<file path="src/rtl/instr_fetch_if.sv">
// Fetch-stage bundle: run control, program-memory read bus and decoder output.
// The fetch stage drives through master; memory, execute and decoder sit on slave.
interface instr_fetch_if #(
    parameter int PC_WIDTH    = 8,
    parameter int INSTR_WIDTH = 16
);
    logic                   EN;
    logic                   JMP;
    logic [PC_WIDTH-1:0]    JMP_ADDR;
    logic                   STALL;
    logic [PC_WIDTH-1:0]    PM_ADDR;
    logic                   PM_RE;
    logic [INSTR_WIDTH-1:0] PM_RDATA;
    logic [INSTR_WIDTH-1:0] INSTR;
    logic                   ID_CE;
    logic [PC_WIDTH-1:0]    PC;
    logic                   HALTED;

    modport master (
        input  EN, JMP, JMP_ADDR, STALL, PM_RDATA,
        output PM_ADDR, PM_RE, INSTR, ID_CE, PC, HALTED
    );

    modport slave (
        output EN, JMP, JMP_ADDR, STALL, PM_RDATA,
        input  PM_ADDR, PM_RE, INSTR, ID_CE, PC, HALTED
    );
endinterface

</file>
<file path="src/rtl/instr_fetch.sv">
// Instruction fetch stage: PC, synchronous program-memory reads, registered
// issue to the decoder with stall, redirect and HALT handling.
module instr_fetch #(
    parameter int         PC_WIDTH    = 8,
    parameter int         INSTR_WIDTH = 16,
    parameter logic [3:0] HALT_OPCODE = 4'hF
) (
    input  logic          CLK,
    input  logic          RST,
    instr_fetch_if.master bus
);

    typedef enum logic [2:0] {
        S_IDLE,
        S_REQ,
        S_WAIT,
        S_ISSUE,
        S_HALT
    } state_e;

    state_e                 state_q;
    logic [PC_WIDTH-1:0]    fetch_pc_q;
    logic [INSTR_WIDTH-1:0] instr_q;
    logic [PC_WIDTH-1:0]    pc_q;
    logic                   id_ce_q;
    logic                   halted_q;
    logic [3:0]             op_code;
    state_e                 resume_st;

    assign op_code   = instr_q[INSTR_WIDTH-1 -: 4];
    assign resume_st = bus.EN ? S_REQ : S_IDLE;

    assign bus.PM_RE   = (state_q == S_REQ);
    assign bus.PM_ADDR = fetch_pc_q;
    assign bus.INSTR   = instr_q;
    assign bus.ID_CE   = id_ce_q;
    assign bus.PC      = pc_q;
    assign bus.HALTED  = halted_q;

    always_ff @(posedge CLK or posedge RST) begin
        if (RST) begin
            state_q    <= S_IDLE;
            fetch_pc_q <= '0;
            instr_q    <= '0;
            pc_q       <= '0;
            id_ce_q    <= 1'b0;
            halted_q   <= 1'b0;
        end else begin
            if (bus.JMP) begin
                fetch_pc_q <= bus.JMP_ADDR;
            end
            unique case (state_q)
                S_IDLE: begin
                    if (bus.EN) begin
                        state_q <= S_REQ;
                    end
                end
                S_REQ: begin
                    state_q <= bus.JMP ? resume_st : S_WAIT;
                end
                S_WAIT: begin
                    // A redirect here drops the returning word unseen
                    if (bus.JMP) begin
                        state_q <= resume_st;
                    end else begin
                        instr_q    <= bus.PM_RDATA;
                        pc_q       <= fetch_pc_q;
                        fetch_pc_q <= fetch_pc_q + 1'b1;
                        id_ce_q    <= 1'b1;
                        state_q    <= S_ISSUE;
                    end
                end
                S_ISSUE: begin
                    if (bus.JMP) begin
                        id_ce_q <= 1'b0;
                        state_q <= resume_st;
                    end else if (!bus.STALL) begin
                        id_ce_q <= 1'b0;
                        if (op_code == HALT_OPCODE) begin
                            halted_q <= 1'b1;
                            state_q  <= S_HALT;
                        end else begin
                            state_q <= resume_st;
                        end
                    end
                end
                S_HALT: begin
                    if (bus.JMP && bus.EN) begin
                        halted_q <= 1'b0;
                        state_q  <= S_REQ;
                    end
                end
                default: state_q <= S_IDLE;
            endcase
        end
    end

endmodule
</file>
<file path="src/flat_wrapper.sv">
// flat-port wrapper written by rule: the top's interface ports become plain ports
module instr_fetch_flat 
#(
    parameter int         PC_WIDTH    = 8,
    parameter int         INSTR_WIDTH = 16,
    parameter logic [3:0] HALT_OPCODE = 4'hF
)
  (CLK, RST, bus_EN, bus_JMP, bus_JMP_ADDR, bus_STALL, bus_PM_RDATA, bus_PM_ADDR, bus_PM_RE, bus_INSTR, bus_ID_CE, bus_PC, bus_HALTED);
  instr_fetch_if #(.PC_WIDTH(PC_WIDTH), .INSTR_WIDTH(INSTR_WIDTH)) bus_i ();
  input  logic CLK;
  input  logic RST;
  input wire logic [$bits(bus_i.EN)-1:0] bus_EN;
  input wire logic [$bits(bus_i.JMP)-1:0] bus_JMP;
  input wire logic [$bits(bus_i.JMP_ADDR)-1:0] bus_JMP_ADDR;
  input wire logic [$bits(bus_i.STALL)-1:0] bus_STALL;
  input wire logic [$bits(bus_i.PM_RDATA)-1:0] bus_PM_RDATA;
  output wire logic [$bits(bus_i.PM_ADDR)-1:0] bus_PM_ADDR;
  output wire logic [$bits(bus_i.PM_RE)-1:0] bus_PM_RE;
  output wire logic [$bits(bus_i.INSTR)-1:0] bus_INSTR;
  output wire logic [$bits(bus_i.ID_CE)-1:0] bus_ID_CE;
  output wire logic [$bits(bus_i.PC)-1:0] bus_PC;
  output wire logic [$bits(bus_i.HALTED)-1:0] bus_HALTED;
  assign bus_i.EN = bus_EN;
  assign bus_i.JMP = bus_JMP;
  assign bus_i.JMP_ADDR = bus_JMP_ADDR;
  assign bus_i.STALL = bus_STALL;
  assign bus_i.PM_RDATA = bus_PM_RDATA;
  assign bus_PM_ADDR = bus_i.PM_ADDR;
  assign bus_PM_RE = bus_i.PM_RE;
  assign bus_INSTR = bus_i.INSTR;
  assign bus_ID_CE = bus_i.ID_CE;
  assign bus_PC = bus_i.PC;
  assign bus_HALTED = bus_i.HALTED;
  instr_fetch #(.PC_WIDTH(PC_WIDTH), .INSTR_WIDTH(INSTR_WIDTH), .HALT_OPCODE(HALT_OPCODE)) u_core (.CLK(CLK), .RST(RST), .bus(bus_i));
endmodule
</file>
<file path="config.mk">
export PLATFORM = sky130hd
export DESIGN_NAME = instr_fetch_flat
export DESIGN_NICKNAME = d
export VERILOG_FILES = /design/src/rtl/instr_fetch_if.sv /design/src/rtl/instr_fetch.sv /design/src/flat_wrapper.sv
export SDC_FILE = /design/constraint.sdc
export NUM_CORES = 1
export LEC_CHECK = 0
export CORE_UTILIZATION = 48
export CTS_BUF_LIST = sky130_fd_sc_hd__clkbuf_4 sky130_fd_sc_hd__clkbuf_8
export DETAILED_ROUTE_END_ITERATION = 12
export PLACE_DENSITY = 0.85
export RECOVER_POWER = 100
export SYNTH_ARGS = -nofsm -noshare
export SYNTH_HDL_FRONTEND = slang
export SYNTH_SLANG_ARGS = --single-unit
</file>
<file path="constraint.sdc">
create_clock -name CLK -period 2.9 [get_ports CLK]
set_input_delay 0.58 -clock CLK [delete_from_list [all_inputs] [get_ports CLK]]
set_output_delay 0.58 -clock CLK [all_outputs]
set_load 0.05 [all_outputs]
</file>
Word level (Yosys, flattened, before mapping)
Cells that the tools add are included.

operators by class
  bitwise gates (word level) = 1
  add/subtract/negate cells = 1
  reduce and logical (&&, ||, !) cells = 8
  muxes and demuxes = 21
  eq/ne operators = 12

operators by type and width
  operator                                               number
  2-to-1 mux 8 bit                                       3
  2-to-1 mux 3 bit                                       7
  case mux 3 bit (5 select lines)                        1
  adder 8 x 1 -> 8 bit, second input constant            1
  2-to-1 mux 1 bit                                       8
  inequality test 2 bit, second input constant           4
  == test 3 x 2 -> 1 bit, second input constant          2
  AND reduction 3 bit                                    2
  AND reduction 5 bit                                    1
  == test 4 bit, second input constant                   1
  inequality test 2 x 1 -> 1 bit, second input constant  2
  case mux 1 bit (2 select lines)                        2
  nonzero test 2 bit                                     2
  == test 3 x 1 -> 1 bit, second input constant          1
  == test 3 bit, second input constant                   1
  zero test 3 bit                                        1
  inequality test 3 bit, second input constant           1
  AND reduction 2 bit                                    1
  logical AND 1 bit                                      1
  NOT 1 bit                                              1

storage, ports and cells
  bits in registers = 37
  input bits = 29

Logic depth before layout (Yosys ltp)
  depth after elaboration = 5
  depth in mapped cells = 6

Worst setup path before layout
No wires, ideal clock.

  kind = register -> output
  start point = register u_core.state_q[2]
  end point = output bus_PM_RE
  arrival time = 1,773 ps
  data required time = 2,320 ps
  path buffers = 1
  stages on the path, launching flop included = 3
  slack = 547 ps
  cells stage by stage = dfrtp_1 -> buf_2 -> nor3b_1

on the way
  cells in the longest elaborated chain, start to end = 1

ends and longest elaborated chain
  element                 RTL line            text
  start, declared         instr_fetch.sv:21   state_e state_q;
  start signal, assigned  instr_fetch.sv:59   state_q <= bus.JMP ? resume_st : S_WAIT;
  start signal, assigned  instr_fetch.sv:64   state_q <= resume_st;
  start signal, assigned  instr_fetch.sv:76   state_q <= resume_st;
  == test 3 x 1 -> 1 bit  instr_fetch.sv:33   assign bus.PM_RE = (state_q == S_REQ);
  end, declared           flat_wrapper.sv:18  output wire logic [$bits(bus_i.PM_RE)-1:0] bus_PM_RE;

No other way between the ends.

Final worst setup path
  start point = register u_core.state_q[0]
  end point = output bus_PM_RE

The elaborated chain is that of the path after synthesis.

==> impl_metrics.xml <==
<?xml version="1.0" encoding="UTF-8"?>
<metrics>
  <group name="synthesis">
    <metric name="yosysSeqAreaShare" unit="%">52.3</metric>
    <metric name="yosys.cell_count.top_type" unit="">sky130_fd_sc_hd__nand2_1</metric>
    <metric name="synth_area_leader_cell" unit="">sky130_fd_sc_hd__dfrtp_1</metric>
    <metric name="syn_inst" unit="">188</metric>
    <metric name="ys_top_cells_by_area" unit="">sky130_fd_sc_hd__dfrtp_1 52%, sky130_fd_sc_hd__nand2_1 17%, sky130_fd_sc_hd__mux2i_1 2.8%, sky130_fd_sc_hd__buf_6 2.5%, sky130_fd_sc_hd__buf_2 2.0%</metric>
    <metric name="yosysTopAreaCellShare" unit="%">52.3</metric>
    <metric name="synth_area_per_cell" unit="um^2">9.41</metric>
    <metric name="synth.distinct_cells" unit="">39</metric>
    <metric name="postSynth.asyncResetShare" unit="%">100</metric>
    <metric name="number_of_register_bits_inferred_by_synthesis" unit="">37</metric>
    <metric name="ys_dominant_reg_cell" unit="">sky130_fd_sc_hd__dfrtp_1</metric>
    <metric name="synthesis.yosys.warnings" unit="">0</metric>
    <metric name="synth-edff-count" unit="">0</metric>
    <metric name="synth.cells.most_frequent" unit="">78 x sky130_fd_sc_hd__nand2_1, 37 x sky130_fd_sc_hd__dfrtp_1, 7 x sky130_fd_sc_hd__buf_2</metric>
    <metric name="mappedNetlistNets" unit="">218</metric>
    <metric name="synth.cell_area" unit="mm^2">0.00177</metric>
  </group>
  <group name="clock_network">
    <metric name="clk_root_buffer_cell" unit="">sky130_fd_sc_hd__clkbuf_8</metric>
    <metric name="clk_pin_slew" unit="ns">0.08</metric>
    <metric name="clock_latency" unit="ns">0.29</metric>
    <metric name="cts_hold_repair.buffers" unit="">0</metric>
    <metric name="clock_sink_count" unit="">37</metric>
    <metric name="cts_inserted_buffers" unit="">5</metric>
    <metric name="ctsHtreeMaxLevel" unit="">2</metric>
    <metric name="cts-resized-gates" unit="">0</metric>
    <metric name="cts_setup_buffers" unit="">0</metric>
    <metric name="max-clock-path-buffers" unit="">2</metric>
    <metric name="tritoncts" unit="">yes</metric>
  </group>
  <group name="timing">
    <metric name="slew_violations" unit="">38</metric>
    <metric name="setup-tns-final" unit="ns">0</metric>
    <metric name="setup_repair_after_global_routing_missed_its_margin" unit="">no</metric>
    <metric name="slew_headroom" unit="%">-25.4</metric>
    <metric name="setup_violations" unit="">0</metric>
    <metric name="worstMarginPinSlew" unit="ns">1.88</metric>
    <metric name="final_critical_path_share_of_the_clock_period" unit="%">90.0</metric>
    <metric name="period_needed" unit="ns">2.61</metric>
    <metric name="timing.clock.skew" unit="ns">0.00714</metric>
    <metric name="fmax" unit="MHz">383</metric>
    <metric name="report.final.hold_viol_count" unit="">0</metric>
  </group>
  <group name="power_and_ir_drop">
    <metric name="power.leakage" unit="nW">1.18</metric>
    <metric name="power.density" unit="mW/mm^2">1060</metric>
    <metric name="p_int" unit="mW">1.33</metric>
    <metric name="switching_share" unit="%">49.7</metric>
    <metric name="power.share.sequential" unit="%">32.9</metric>
    <metric name="comb_power_share" unit="%">54.1</metric>
    <metric name="p_switching" unit="mW">1.32</metric>
    <metric name="power.share.clock" unit="%">13.0</metric>
    <metric name="vdd_drop_max" unit="mV">0.712</metric>
  </group>
  <group name="drt">
    <metric name="maxUsedRoutingLayer" unit="">met4</metric>
    <metric name="drt-wirelength-per-cell" unit="um">12.8</metric>
    <metric name="drt_first_pass_iters" unit="">4</metric>
    <metric name="routed_length_on_met1" unit="um">1800</metric>
    <metric name="totalWireLength" unit="um">3840</metric>
    <metric name="route.detailed.vias_per_inst" unit="">5.16</metric>
    <metric name="postRouteAntennaNets" unit="">0</metric>
    <metric name="vias" unit="">1543</metric>
    <metric name="detailroute.wirelength.met2" unit="um">1750</metric>
    <metric name="drtIter0Drc" unit="">71</metric>
    <metric name="routed-wl-met3" unit="um">239</metric>
    <metric name="drc" unit="">0</metric>
  </group>
  <group name="worst_hold_path">
    <metric name="whs_path_depth" unit="">2</metric>
    <metric name="hold_start" unit="">u_core.bus.PC[0]$_DFFE_PP0P_</metric>
    <metric name="hold_wc_path_type" unit="">reg2reg</metric>
    <metric name="hold-path-endpoint" unit="">u_core.bus.PC[0]$_DFFE_PP0P_</metric>
  </group>
  <group name="layout">
    <metric name="nets" unit="">282</metric>
    <metric name="layoutNonFillerInstCount" unit="">299</metric>
    <metric name="seq_area" unit="um^2">926</metric>
    <metric name="multiInputGateArea" unit="um^2">748</metric>
    <metric name="drive_gt1_share" unit="%">5.53</metric>
    <metric name="final.fill_count" unit="">261</metric>
    <metric name="area.growth.synth_to_final" unit="%">40.7</metric>
    <metric name="antenna-diode-count" unit="">0</metric>
  </group>
  <group name="grt">
    <metric name="grt_start_max_net_pins" unit="">38</metric>
    <metric name="groute.usage.overall" unit="%">21.1</metric>
    <metric name="grt.overflow.total" unit="">0</metric>
    <metric name="first_global_vias" unit="">1424</metric>
    <metric name="antenna_found_initial" unit="">0</metric>
    <metric name="grt_pass1_wl" unit="um">6430</metric>
  </group>
  <group name="worst_setup_path">
    <metric name="required" unit="ns">2.32</metric>
    <metric name="worstRegToRegCells" unit="">4</metric>
    <metric name="worstReg2RegEnd" unit="">u_core.bus.PC[4]$_DFFE_PP0P_</metric>
    <metric name="worst_setup_path_end_kind" unit="">output pin</metric>
    <metric name="worstPathMaxFanout" unit="">13</metric>
    <metric name="crit_arrival" unit="ns">2.03</metric>
    <metric name="timing_worst_setup_path_type" unit="">reg2out</metric>
    <metric name="worst_setup_path_start_kind" unit="">flop</metric>
    <metric name="rr_startpoint" unit="">u_core.state_q[2]$_DFFE_PP0P_</metric>
    <metric name="regToRegSetupSlack" unit="ns">0.97</metric>
  </group>
  <group name="place">
    <metric name="routabilityCongestion" unit="">0.843</metric>
    <metric name="dpl.hpwl" unit="um">2660</metric>
    <metric name="number_of_i_o_port_buffers" unit="">63</metric>
    <metric name="dp_cells" unit="">291</metric>
  </group>
  <group name="floorplan">
    <metric name="floorplan.core_area" unit="mm^2">0.00344</metric>
    <metric name="ios" unit="">64</metric>
    <metric name="initial_core_util" unit="%">51.4</metric>
    <metric name="die_height" unit="um">62.7</metric>
    <metric name="die_width" unit="um">62.7</metric>
    <metric name="core.rowCount" unit="">21</metric>
    <metric name="floorplan.die_area" unit="mm^2">0.00393</metric>
  </group>
  <group name="status">
    <metric name="failing_checks" unit="">capacitance limit, slew limit</metric>
    <metric name="status" unit="">complete, but fails checks</metric>
  </group>
  <group name="flow_run">
    <metric name="max_cap_violations" unit="">1</metric>
  </group>
</metrics>
[worst max-delay path by stage]
stage	start	endpoint	slack, ns
global placement	u_core.state_q[0]$_DFFE_PP0P_	bus_PM_RE	0.64
finish	u_core.state_q[0]$_DFFE_PP0P_	bus_PM_RE	0.29
floorplan	u_core.state_q[2]$_DFFE_PP0P_	bus_PM_RE	0.55
global route	RST	u_core.bus.INSTR[3]$_DFFE_PP0P_	0.11
CTS	u_core.state_q[0]$_DFFE_PP0P_	bus_PM_RE	0.33
detailed placement	u_core.state_q[0]$_DFFE_PP0P_	bus_PM_RE	0.68
[layer usage]
| layer | track usage (%) | up-vias |
|---|---|---|
| met1 | 28.3 | 711 |
| met2 | 34.0 | 65 |
| met5 | 0 | - |
| li1 | - | 761 |
| met3 | 3.83 | 6 |
| met4 | 7.85 | 0 |
[area by class of cell]
| type | count | share of cell area (%) |
|---|---|---|
| Multi-Input combinational cell | 137 | 30.1 |
| Clock inverter | 3 | 0.704 |
| Sequential cell | 37 | 37.2 |
| Tap cell | 46 | 2.31 |
| Inverter | 3 | 0.452 |
| Clock buffer | 5 | 2.76 |
| Timing Repair Buffer | 68 | 26.5 |
[critical path: stages, from the launching register on]
cell	delay [ns]
sky130_fd_sc_hd__dfrtp_1	0.62
sky130_fd_sc_hd__nor3b_1	0.22
sky130_fd_sc_hd__dlygate4sd3_1	0.89
[per-stage QoR]
stage | hold WS (ns) | area, um^2 | power, mW | util, % | setup WS, ns
floorplan | 0.609 | 1770 | 1.90 | - | 0.547
global placement | 0.457 | 2410 | 2.36 | 70.2 | 0.643
finish | 0.469 | 2490 | 2.65 | 72.3 | 0.290
global route | 0.494 | 2490 | 2.79 | 72.3 | 0.110
detailed placement | 0.462 | 2410 | 2.39 | 70.2 | 0.682
CTS | 0.480 | 2500 | 2.75 | 72.7 | 0.329
[cell families (layout without fill, tap and decap cells)]
family          Yosys count  after routing  share of synthesized area, %
compound gates           19             19                          7.71
xor+xnor                  2              2                         0.990
fa+ha+maj                 1              1                         0.707
buf+inv                  14             79                          5.16
flops                    37             37                          52.3
mux                       5              5                          2.83
simple gates            110            110                          30.3
[flip-flops by register name, summed over array words and instances (netlist names), named ones only]
register	cells
u_core.bus.ID_CE	1
u_core.bus.HALTED	1
u_core.state_q	3
u_core.bus.PM_ADDR	7
u_core.bus.INSTR	16
u_core.bus.PC	8
[placed cells by master, fill, tap and decap left out, types with 2 or more instances in the layout]
cell                              instances
sky130_fd_sc_hd__clkinv_2                 2
sky130_fd_sc_hd__a21oi_1                  4
sky130_fd_sc_hd__inv_1                    3
sky130_fd_sc_hd__mux2i_1                  5
sky130_fd_sc_hd__nor2_1                   3
sky130_fd_sc_hd__o21ai_0                  4
sky130_fd_sc_hd__buf_4                    3
sky130_fd_sc_hd__and3_1                   2
sky130_fd_sc_hd__xnor2_1                  2
sky130_fd_sc_hd__nand4_1                  4
sky130_fd_sc_hd__dlygate4sd3_1           36
sky130_fd_sc_hd__clkbuf_1                 2
sky130_fd_sc_hd__nand2b_1                 2
sky130_fd_sc_hd__nand2_1                 78
sky130_fd_sc_hd__clkbuf_8                 5
sky130_fd_sc_hd__dfrtp_1                 37
sky130_fd_sc_hd__clkdlybuf4s50_1         27
sky130_fd_sc_hd__a311o_1                  3
sky130_fd_sc_hd__nor2b_1                  3
sky130_fd_sc_hd__nand3_1                  3
sky130_fd_sc_hd__and2_1                   2
[power by group through the flow]
stage | sequential (mW) | combinational (mW) | clock [mW]
global placement | 0.876 | 1.49 | 0
floorplan | 1.46 | 0.442 | 0
finish | 0.870 | 1.43 | 0.345
global route | 0.904 | 1.52 | 0.376
CTS | 0.875 | 1.52 | 0.356
detailed placement | 0.884 | 1.51 | 0
Note: power is estimated with default switching activity, not from simulation.
==> RTL change 1, RTL diff (same settings) <==
`INSTR_WIDTH` is set to 16 in 3 places; all go to 24.
--- a/src/rtl/instr_fetch_if.sv
+++ b/src/rtl/instr_fetch_if.sv
@@ -4,3 +4,3 @@
     parameter int PC_WIDTH    = 8,
-    parameter int INSTR_WIDTH = 16
+    parameter int INSTR_WIDTH = 24
 );
--- a/src/rtl/instr_fetch.sv
+++ b/src/rtl/instr_fetch.sv
@@ -4,3 +4,3 @@
     parameter int         PC_WIDTH    = 8,
-    parameter int         INSTR_WIDTH = 16,
+    parameter int         INSTR_WIDTH = 24,
     parameter logic [3:0] HALT_OPCODE = 4'hF
--- a/src/flat_wrapper.sv
+++ b/src/flat_wrapper.sv
@@ -4,3 +4,3 @@
     parameter int         PC_WIDTH    = 8,
-    parameter int         INSTR_WIDTH = 16,
+    parameter int         INSTR_WIDTH = 24,
     parameter logic [3:0] HALT_OPCODE = 4'hF
Interface: changed (resized bus_INSTR and bus_PM_RDATA); port bits go from 64 to 80. No check against the original RTL was run, so the function may have changed too.
==> RTL change 1 against the unedited design <==
Combinational power is 27% higher; total power is 24% higher; count of clock-buffer cells in the layout is 2 higher; maximum frequency is 1.3% higher; synthesized area is 13% higher; setup slack better by 0.034 ns; routed wire length is 14% higher; die area is 12% higher; non-clock buffer count is 14 higher; sequential share of layout area is 1.8 points higher; sequential cell count is 8 higher; final area is 16% higher; critical path type unchanged; largest power group unchanged.
==> RTL change 1: results (changes against the unedited design) <==
Parameter                              Value

Power and ir drop
  Fraction of power spent switching nets    0.4813 (was 0.4966)
  P_leak    1.222 nW (was 1.184 nW)
  Clock network fraction of total power    0.120 (was 0.130)

Worst setup path
  CP Max Fanout    9 (was 13)
  Endpoint of the worst-slack reg-to-reg timing path    u_core.bus.INSTR[18] (was u_core.bus.PC[4])
  Number of cells on the worst reg-to-reg path    3 (was 4)

Drt
  WL met2    2113 µm (was 1748 µm)
  M1 wire length    1802 µm (was 1798 µm)
  Number of detailed-routing iterations run before antenna repair    6 (was 4)
  Total length of routed wires    4387 µm (was 3835 µm)

Yosys
  Synthesized netlist net count    194 (was 218)
  Most used standard cells in the synthesized netlist    sky130_fd_sc_hd__dfrtp_1, sky130_fd_sc_hd__mux2_2, sky130_fd_sc_hd__nand2_1, sky130_fd_sc_hd__o21ai_0 (was sky130_fd_sc_hd__nand2_1, sky130_fd_sc_hd__dfrtp_1, sky130_fd_sc_hd__buf_2, sky130_fd_sc_hd__mux2i_1)
  Post-Synth XOR/XNOR Area    0.008777 (was 0.009901)
  Compound-gate portion of the synthesized area    0.05956 (was 0.07709)
  Mux share of post-synthesis cell area    0.1956 (was 0.02829)

Placement
  Final estimated routing congestion in global placement    0.7239 (was 0.8426)
  Input/output buffers    79 (was 63)
  Dpl hpwl    3169 µm (was 2656 µm)
  Placement-stage worst setup slack    0.6176 ns (was 0.6817 ns)

GRT
  Pin count of the biggest net entering global routing    34 (was 38)
  GR Layer Usage met3    0.1027 (was 0.03832)
  Wire length of the first global-routing pass    6775 µm (was 6430 µm)
  Met2 Usage GRT    0.3380 (was 0.3397)

Outcome
  Status    complete, no violations (was finished, violations left)

Hold path
  Worst hold start    u_core.bus.INSTR[0] (was u_core.bus.PC[0])
  Min-Delay Path Depth    1 (was 2)
-- RTL change 1: changes by cell type in the layout (fill, tap and decap cells not counted), moves of 3 or more --
| cell | before | now |
|---|---|---|
| sky130_fd_sc_hd__o21ai_0 | 4 | 8 |
| sky130_fd_sc_hd__dlygate4sd3_1 | 36 | 45 |
| sky130_fd_sc_hd__buf_4 | 3 | 0 |
| sky130_fd_sc_hd__mux2_2 | 0 | 32 |
| sky130_fd_sc_hd__clkdlybuf4s50_1 | 27 | 34 |
| sky130_fd_sc_hd__nand2_1 | 78 | 11 |
| sky130_fd_sc_hd__dfrtp_1 | 37 | 45 |
-- RTL change 1: area by class of cell --
cell class / count / area [µm²]
Inverter: 5 / 18.77
Timing Repair Buffer: 82 / 803.3
Multi-Input combinational cell: 97 / 783.3
Clock buffer: 7 / 83.83
Sequential cell: 45 / 1126
Fill cell: 277 / 1115
Tap cell: 50 / 62.56
Clock inverter: 1 / 7.507
-- RTL change 1: through the flow --
| stage | power, mW | cells |
|---|---|---|
| after floorplan | 2.350 | 156 |
| after global placement | 2.970 | 279 |
| after detailed placement | 3.017 | 279 |
| after CTS | 3.418 | 287 |
| after global routing | 3.434 | 287 |
| final | 3.274 | 287 |
-- RTL change 1: how the worst max path moves through the flow --
| stage | start | to | slack (ns) | cells past startpoint |
|---|---|---|---|---|
| 4_1_cts | u_core.state_q[0] | bus_PM_RE | 0.30 | 3 |
| 6_report | u_core.state_q[0] | bus_PM_RE | 0.32 | 3 |
| 3_5_place_dp | bus_JMP | u_core.bus.INSTR[1] | 0.62 | 4 |
| 5_1_grt | u_core.state_q[0] | bus_PM_RE | 0.17 | 3 |
| 2_1_floorplan | u_core.state_q[0] | bus_PM_RE | 0.53 | 3 |
| 3_3_place_gp | bus_JMP | u_core.bus.PC[7] | 0.64 | 4 |
==> RTL change 2, RTL diff (config.mk and constraints unchanged) <==
Without the edit above. Re-encode `state_e` (5 states) as Gray code, 3 bits wide.
--- a/src/rtl/instr_fetch.sv
+++ b/src/rtl/instr_fetch.sv
@@ -13,7 +13,7 @@
     typedef enum logic [2:0] {
-        S_IDLE,
-        S_REQ,
-        S_WAIT,
-        S_ISSUE,
-        S_HALT
+        S_IDLE  = 3'b000,
+        S_REQ   = 3'b001,
+        S_WAIT  = 3'b011,
+        S_ISSUE = 3'b010,
+        S_HALT  = 3'b110
     } state_e;
Formal check against the unedited RTL: no difference found for any inputs over 10 cycles, from zero or initial values and one cycle with RST high; not proved beyond that.
==> RTL change 2 against the unedited design <==
The flow still finishes with violations (max-capacitance violations, max-slew violations); routed wire length increased by 4.4%; final area decreased by 2.6%; sequential cell count unchanged; final cell count decreased by 14%; synthesized area decreased by 2.4%; clock skew decreased by 0.0013 ns; total power decreased by 1.0%; utilization decreased by 0.76 points; setup slack improved by 0.047 ns; critical endpoint unchanged; largest power group unchanged; highest routed layer unchanged.
==> RTL change 2: results (changes against the unedited design) <==
Parameter                              Value

Yosys
  Most used standard cells in the synthesized netlist    sky130_fd_sc_hd__dfrtp_1, sky130_fd_sc_hd__mux2_2, sky130_fd_sc_hd__nand2_1, sky130_fd_sc_hd__o21ai_0, sky130_fd_sc_hd__nand3_1 (was sky130_fd_sc_hd__nand2_1, sky130_fd_sc_hd__dfrtp_1, sky130_fd_sc_hd__buf_2, sky130_fd_sc_hd__mux2i_1)
  Fraction of the yosys area taken by sequential cells    0.5362 (was 0.5233)
  Ranking of synthesized cells by area    sky130_fd_sc_hd__dfrtp_1, sky130_fd_sc_hd__mux2_2, sky130_fd_sc_hd__nand2_1, sky130_fd_sc_hd__o21ai_0, sky130_fd_sc_hd__nand3_1 (was sky130_fd_sc_hd__dfrtp_1, sky130_fd_sc_hd__nand2_1, sky130_fd_sc_hd__mux2i_1, sky130_fd_sc_hd__buf_6, sky130_fd_sc_hd__buf_2)
  Synthesized netlist net count    175 (was 218)

STA
  Number of pins exceeding their max-slew limit in the final report    38 (unchanged)
  Slew of the pin with the lowest slew margin    1.974 ns (was 1.880 ns)

Drt
  Via Count    1420 (was 1543)
  DRC violation total after the first TritonRoute iteration    75 (was 71)

Worst setup path
  Crit path arrival time    1.98 ns (was 2.03 ns)
  Number of cells on the worst reg-to-reg path    3 (was 4)
  CP Max Fanout    10 (was 13)
  Worst setup slack for register-to-register paths    0.35 ns (was 0.97 ns)

Placement
  Dpl hpwl    2897 µm (was 2656 µm)
  Final estimated routing congestion in global placement    0.8263 (was 0.8426)
  Placement-stage worst setup slack    0.5409 ns (was 0.6817 ns)

Power and ir drop
  Largest voltage drop on the vdd net    0.6473 mV (was 0.7116 mV)
  P_leak    1.027 nW (was 1.184 nW)

Hold path
  Worst hold start    u_core.bus.PC[2] (was u_core.bus.PC[0])
  End point of the most critical hold path    u_core.bus.PC[2] (was u_core.bus.PC[0])

Cells and area
  Fillcell total    247 (was 261)
  Share of post-route cells with drive strength above 1    0.1571 (was 0.05534)

Clock network
  Reg clk slew, reported paths    0.11 ns (was 0.08 ns)
  CTS Root Buffer Type    sky130_fd_sc_hd__clkbuf_4 (was sky130_fd_sc_hd__clkbuf_8)
  Later-pin clock latency in the skew report    0.34 ns (was 0.29 ns)

Outcome
  Status    finished, violations left (unchanged)
  Violations in the final reports    max-capacitance violations, max-slew violations (unchanged)

GRT
  Wire length of the first global-routing pass    6182 µm (was 6430 µm)

Run
  MaxCap Viol Count    1 (unchanged)
[RTL change 2: cell count changes after synthesis, sizes merged, moves of 3 or more]
| cell | unedited run | this run |
|---|---|---|
| a311o | 3 | 0 |
| buf | 11 | 7 |
| mux2 | 0 | 24 |
| mux2i | 5 | 1 |
| nand2 | 78 | 11 |
| nand3 | 3 | 7 |
| o211ai | 0 | 3 |
| o21ai | 5 | 8 |
| or4 | 0 | 3 |
[RTL change 2: critical path, cell delays in order, from the launching register on]
cell and delay (ns):
sky130_fd_sc_hd__dfrtp_1 0.50, sky130_fd_sc_hd__nor3b_1 0.24, sky130_fd_sc_hd__dlygate4sd3_1 0.90
[RTL change 2: final cells by class]
class	count	area, µm²	share of cell area
Clock inverter	1	5.005	0.002063
Timing Repair Buffer	65	638.1	0.2630
Inverter	5	18.77	0.007736
Clock buffer	7	65.06	0.02682
Tap cell	46	57.56	0.02372
Multi-Input combinational cell	95	715.7	0.2950
Sequential cell	37	925.9	0.3816
[RTL change 2: through the flow]
stage | area, µm² | hold WS, ns | std cells | power [mW]
after floorplan | 1727 | 0.6014 | 145 | 1.900
after global placement | 2381 | 0.4867 | 248 | 2.380
after detailed placement | 2381 | 0.4983 | 248 | 2.423
after CTS | 2451 | 0.5228 | 256 | 2.737
after global routing | 2426 | 0.5345 | 256 | 2.760
final | 2426 | 0.5105 | 256 | 2.622
[RTL change 2: routing by layer]
layer	vias to the layer above	track usage	routed length [µm]
li1	656	-	-
met1	699	0.2781	1610
met2	58	0.3723	2087
met3	7	0.07867	256
met4	0	0.08889	47
met5	-	0	0
[RTL change 2: report_power, final]
group | internal [mW] | switching (mW)
Sequential | 0.719 | 0.148
Clock | 0.141 | 0.169
Combinational | 0.491 | 0.954
Total | 1.35 | 1.27
[RTL change 2: worst max path at each step]
stage / cells past startpoint / end / start / slack (ns)
2_1_floorplan: 2 / bus_PM_RE / u_core.state_q[1] / 0.65
3_3_place_gp: 3 / u_core.bus.INSTR[1] / bus_JMP / 0.60
3_5_place_dp: 3 / u_core.bus.INSTR[4] / bus_JMP / 0.54
4_1_cts: 2 / bus_PM_RE / u_core.state_q[0] / 0.33
5_1_grt: 3 / u_core.bus.PC[2] / RST / 0.16
6_report: 2 / bus_PM_RE / u_core.state_q[2] / 0.34
[RTL change 2: cells by family after synthesis]
kind of cell | synth area share
fa+ha+maj | 0.007245
buf+inv | 0.03912
xor+xnor | 0.01015
simple gates | 0.1456
compound gates | 0.09928
flops | 0.5362
mux | 0.1623
